==> src/rtl/fxf_pkg.sv <==
// Shared constants, binary32 layout and width helper for the fixed-to-float pipeline.
package fxf_pkg;

    localparam int FP32_BIAS   = 127;
    localparam int FP32_MANT_W = 23;
    localparam int FP32_EXP_W  = 8;

    typedef struct packed {
        logic                   sign;
        logic [FP32_EXP_W-1:0]  exp;
        logic [FP32_MANT_W-1:0] mant;
    } fp32_t;

    // Bits needed to encode values 0..v-1, never less than one.
    function automatic int clog2(input int v);
        int r;
        r = 1;
        for (int i = 1; i < 31; i++) begin
            if ((1 << i) < v) r = i + 1;
        end
        return r;
    endfunction

endpackage

==> src/rtl/fxf_lzc.sv <==
// Combinational leading-one detector: position of the highest set bit plus an all-zero flag.
module fxf_lzc
    import fxf_pkg::*;
#(
    parameter int WIDTH = 22,
    localparam int PW   = clog2(WIDTH)
) (
    input  logic [WIDTH-1:0] vec_i,
    output logic [PW-1:0]    pos_o,
    output logic             zero_o
);

    always_comb begin
        pos_o = '0;
        for (int i = 0; i < WIDTH; i++) begin
            if (vec_i[i]) pos_o = PW'(i);
        end
    end

    assign zero_o = ~|vec_i;

endmodule

==> src/rtl/fixed_to_float_pipe.sv <==
// Three-stage fixed-point to IEEE-754 binary32 converter with valid/ready streaming.
// Define FXF_ROUND_NEAREST_EN for round-to-nearest-even; default build truncates toward zero.
module fixed_to_float_pipe
    import fxf_pkg::*;
#(
    parameter int DATA_W    = 22,
    parameter int FRAC_W    = 20,
    parameter int SIGN_MODE = 0
) (
    input  logic              clk,
    input  logic              rst_n,
    input  logic              in_valid,
    output logic              in_ready,
    input  logic [DATA_W-1:0] in_data,
    output logic              out_valid,
    input  logic              out_ready,
    output logic [31:0]       out_data,
    output logic              out_inexact
);

    localparam int PW = clog2(DATA_W);
    localparam int EW = DATA_W + FP32_MANT_W + 2;

    logic advance;

    logic              s1_valid_q;
    logic              s1_sign_q;
    logic [DATA_W-1:0] s1_mag_q;
    logic              s1_sign_d;
    logic [DATA_W-1:0] s1_mag_d;

    logic                   s2_valid_q;
    logic                   s2_sign_q;
    logic                   s2_zero_q;
    logic [FP32_EXP_W-1:0]  s2_exp_q;
    logic [FP32_MANT_W-1:0] s2_frac_q;
    logic                   s2_guard_q;
    logic                   s2_sticky_q;
    logic                   s2_zero_d;
    logic [FP32_EXP_W-1:0]  s2_exp_d;
    logic [FP32_MANT_W-1:0] s2_frac_d;
    logic                   s2_guard_d;
    logic                   s2_sticky_d;

    logic          out_valid_q;
    fp32_t         out_data_q;
    logic          out_inexact_q;
    fp32_t         out_data_d;
    logic          out_inexact_d;

    logic [PW-1:0]        lzc_pos;
    logic                 lzc_zero;
    logic [PW-1:0]        shamt;
    logic [EW-1:0]        norm_ext;
    logic                 round_up;
    logic [FP32_MANT_W:0] frac_sum;

    // Every stage moves in lockstep; bubbles travel like data.
    assign advance  = !out_valid_q || out_ready;
    assign in_ready = advance;

    assign out_valid   = out_valid_q;
    assign out_data    = out_data_q;
    assign out_inexact = out_inexact_q;

    generate
        if (SIGN_MODE == 1) begin : g_twos
            assign s1_sign_d = in_data[DATA_W-1];
            assign s1_mag_d  = s1_sign_d ? (~in_data + DATA_W'(1)) : in_data;
        end else begin : g_signmag
            assign s1_sign_d = in_data[DATA_W-1];
            assign s1_mag_d  = {1'b0, in_data[DATA_W-2:0]};
        end
    endgenerate

    fxf_lzc #(
        .WIDTH (DATA_W)
    ) u_lzc (
        .vec_i  (s1_mag_q),
        .pos_o  (lzc_pos),
        .zero_o (lzc_zero)
    );

    // Leading one lands on norm_ext[EW-1]; 25 zero bits below keep small widths aligned.
    assign shamt       = PW'(DATA_W - 1) - lzc_pos;
    assign norm_ext    = {s1_mag_q, {(FP32_MANT_W + 2){1'b0}}} << shamt;
    assign s2_frac_d   = norm_ext[EW-2 -: FP32_MANT_W];
    assign s2_guard_d  = norm_ext[DATA_W];
    assign s2_sticky_d = |norm_ext[DATA_W-1:0];
    assign s2_zero_d   = lzc_zero || !norm_ext[EW-1];
    assign s2_exp_d    = FP32_EXP_W'(10'(FP32_BIAS - FRAC_W) + 10'(lzc_pos));

`ifdef FXF_ROUND_NEAREST_EN
    assign round_up = s2_guard_q & (s2_sticky_q | s2_frac_q[0]);
`else
    assign round_up = 1'b0;
`endif

    assign frac_sum = {1'b0, s2_frac_q} + {{FP32_MANT_W{1'b0}}, round_up};

    always_comb begin
        out_data_d    = '0;
        out_inexact_d = 1'b0;
        if (!s2_zero_q) begin
            out_data_d.sign = s2_sign_q;
            out_data_d.exp  = s2_exp_q + FP32_EXP_W'(frac_sum[FP32_MANT_W]);
            out_data_d.mant = frac_sum[FP32_MANT_W-1:0];
            out_inexact_d   = s2_guard_q | s2_sticky_q;
        end
    end

    always_ff @(posedge clk or negedge rst_n) begin
        if (!rst_n) begin
            s1_valid_q    <= 1'b0;
            s1_sign_q     <= 1'b0;
            s1_mag_q      <= '0;
            s2_valid_q    <= 1'b0;
            s2_sign_q     <= 1'b0;
            s2_zero_q     <= 1'b1;
            s2_exp_q      <= '0;
            s2_frac_q     <= '0;
            s2_guard_q    <= 1'b0;
            s2_sticky_q   <= 1'b0;
            out_valid_q   <= 1'b0;
            out_data_q    <= '0;
            out_inexact_q <= 1'b0;
        end else if (advance) begin
            s1_valid_q    <= in_valid;
            s1_sign_q     <= s1_sign_d;
            s1_mag_q      <= s1_mag_d;
            s2_valid_q    <= s1_valid_q;
            s2_sign_q     <= s1_sign_q & ~s2_zero_d;
            s2_zero_q     <= s2_zero_d;
            s2_exp_q      <= s2_exp_d;
            s2_frac_q     <= s2_frac_d;
            s2_guard_q    <= s2_guard_d;
            s2_sticky_q   <= s2_sticky_d;
            out_valid_q   <= s2_valid_q;
            out_data_q    <= out_data_d;
            out_inexact_q <= out_inexact_d;
        end
    end

endmodule

==> config.mk <==
export PLATFORM = sky130hd
export DESIGN_NAME = fixed_to_float_pipe
export DESIGN_NICKNAME = d
export VERILOG_FILES = /design/src/rtl/fxf_pkg.sv /design/src/rtl/fxf_lzc.sv /design/src/rtl/fixed_to_float_pipe.sv
export SDC_FILE = /design/constraint.sdc
export NUM_CORES = 1
export LEC_CHECK = 0
export BUFFER_PORTS_ARGS = -buffer_cell sky130_fd_sc_hd__buf_2
export CORE_MARGIN = 2
export CORE_UTILIZATION = 57
export DETAILED_ROUTE_END_ITERATION = 12
export HOLD_SLACK_MARGIN = 0.03
export PLACE_DENSITY = 0.79
export SETUP_SLACK_MARGIN = 0.2
export SLEW_MARGIN = 20
export SYNTH_ARGS = -nofsm -noshare
export SYNTH_HDL_FRONTEND = slang
export SYNTH_HIERARCHICAL = 1
export SYNTH_SLANG_ARGS = --single-unit
==> constraint.sdc <==
create_clock -name clk -period 8.9 [get_ports clk]
set_input_delay 1.335 -clock clk [delete_from_list [all_inputs] [get_ports clk]]
set_output_delay 1.335 -clock clk [all_outputs]
set_load 0.05 [all_outputs]
==> qor.csv <==
metric;value;unit
io pins;61;
Final WS setup;4.54;ns
Fmax;0.230;GHz
final wirelength;10.8;mm
fillers;723;
nets;596;
cell count after synthesis;527;
mapped cell area;4850;um^2
final instance count without filler cells;677;
Worst setup SP type;input port;
sequential area share after synthesis;44.4;%
Worst-path clk slew;0.08;ns
CP startpoint;out_ready;
HPWL after DPL;7.32;mm
Placer Congestion;0.973;
most common cell after layout, fill and taps aside;nand2_1;
largest net degree at the start of global routing;87;
Setup-failing EPs final;0;
Place WS;4.54;ns
worst hold path type;reg -> reg;
1st-pass router iterations;5;
post-cts repair resize count;0;
CTS max path bufs;2;
RSZ-0062 raised after global routing;no;
Slew Viols, Final;0;
final period utilization;49.0;%
CTS tree;built;
share of cells above drive strength 1;19.9;%
CTS H-tree lvls;3;
ys async rst share;100;%
global-route usage over all layers;25.8;%
RR Startpoint;s1_mag_q[16];
Synth cell types;55;
Least-Margin Pin Slew;1.00;ns
crit end category;output pin;
I/O Buffers;57;
min Tclk post-route;4.36;ns
status;finished clean;
post-route ant nets;0;
worst skew pair latency;0.37;ns
routed vias;3940;
Slew HR;33.1;%
WP data required;7.57;ns
Area Overhead vs Synth;10.7;%
hold_sp;out_data[13];
setup TNS;0;ns
core area;8220;um^2
DR WL/cell;15.9;um
Initial Util;59.0;%
VDD IR max;151;uV
DRC errors left;0;
DP Cell Count;661;
Row Count;33;
DR vias/cell;5.82;
Power per Cell Area;345;nW/um^2
max cap viols;0;
Post-synth EDFFs;0;
flops & latches, synth;86;
first-pass GRT wire length;18.4;mm
full die area;9260;um^2
Die Width;96.3;um
P_leak;2.62;nW
GRT overflow;0;
Num CTS Buffers;9;
post-CTS setup buffer count;0;
Die Span Y;96.3;um
Critical Path Fanout Max;85;
ANT cells;0;
Worst Path Arrival;3.02;ns
Setup Skew;0.0130;ns
hold buffers post-CTS;0;
clk root buf;clkbuf_8;
YS warnings;6;
vias in the first global route;3726;
Mapped Avg Cell Area;9.20;um^2
Synth Flop Type;dfrtp_1;
initial antenna violation count;0;
Fin. Hold Viols;0;
drt initial violations;265;
WS Path Type;in -> out;
commonest non-fill, non-tap cells in the layout;nand2_1 (169), dfrtp_1 (85), buf_2 (56);
clk sinks;86;
==> flip-flops by register name (all words and copies together), names as in the netlist <==
signal / count
s2_valid_q: 1
s1_mag_q: 21
s1_sign_q: 1
s2_exp_q: 8
s2_frac_q: 21
s1_valid_q: 1
out_valid: 1
s2_sign_q: 1
out_data: 30
s2_zero_q: 1
==> worst max-delay path, stage by stage <==
cell and delay [ns]:
buf_2 0.11, nor2b_4 0.09, buf_4 0.64, inv_2 0.46
buf_2 0.34
==> synth_stat cells, types with 2 or more instances <==
library cell	n	area (um^2)
nand2_1	169	634
dfrtp_1	85	2130
nand3b_1	32	240
nor2_1	30	113
clkbuf_1	22	82.6
mux4_2	17	383
a21oi_1	16	80.1
mux2i_1	16	160
nand3_1	12	60.1
o21ai_1	8	40.0
a31oi_1	7	43.8
buf_4	7	52.6
nor4_1	7	43.8
o21ai_0	6	30.0
o31ai_1	6	45.0
a22o_1	5	43.8
or3_1	5	31.3
a21o_1	4	30.0
buf_1	4	15.0
buf_2	4	20.0
inv_1	4	15.0
mux2_2	4	45.0
nand2b_1	4	25.0
nor2b_1	4	25.0
xor2_1	4	35.0
a32o_1	3	30.0
ha_1	3	37.5
inv_2	3	11.3
mux2_4	3	45.0
nor3_1	3	15.0
o211ai_1	3	22.5
a22oi_1	2	15.0
buf_6	2	22.5
o21a_1	2	15.0
==> layer usage <==
metal,track usage [%],vias to the layer above,share of wire [%]
met5,0,-,0
li1,-,1891,-
met2,41.4,143,48
met4,8.57,0,1.4
met3,4.78,14,6.1
met1,35.3,1892,45
==> metrics by stage <==
stage | utilization, % | area [um^2] | power, mW | hold slack (ns)
after floorplan | - | 4870 | 1.36 | 0.430
after global placement | 62.9 | 5170 | 1.55 | 0.443
after detailed placement | 62.9 | 5170 | 1.57 | 0.451
after CTS | 65.3 | 5370 | 1.86 | 0.471
after global routing | 65.4 | 5370 | 1.98 | 0.497
final | 65.4 | 5370 | 1.85 | 0.462
==> path summary, 6_finish.rpt <==
kind / endpoint / slack, ns / depth (start not counted)
min in group asynchronous: out_data[7] / 1.00 / 1
max: in_ready / 4.54 / 5
min reg2reg: out_data[13] / 0.46 / 2
max in group asynchronous: s1_mag_q[10] / 7.39 / 1
min: out_data[13] / 0.46 / 2
max reg2reg: s2_frac_q[18] / 5.06 / 8
==> area by class of cell <==
cell class	count	area [um^2]	share of cell area [%]
inverters	7	26.3	0.489
clock buffers	9	124	2.31
repair buffers	62	329	6.13
well taps	105	131	2.45
multi-input cells	401	2530	47.1
clock inverters	7	77.6	1.44
flip-flops and latches	86	2150	40.1
==> cell families after synthesis <==
group           share of synthesized area (%)
simple gates                             25.1
other cells                            0.0773
compound gates                           10.2
buf+inv                                  4.51
flops                                    44.4
xor+xnor                                 1.57
fa+ha+maj                               0.774
mux                                      13.3
==> power breakdown <==
part	leakage (nW)	switching, mW	total (mW)	internal, mW
clock	0.106	0.151	0.285	0.134
combinational	1.43	0.569	0.895	0.325
sequential	1.08	0.135	0.672	0.536
total	2.62	0.855	1.85	0.996
(Power assumes the default switching activity.)
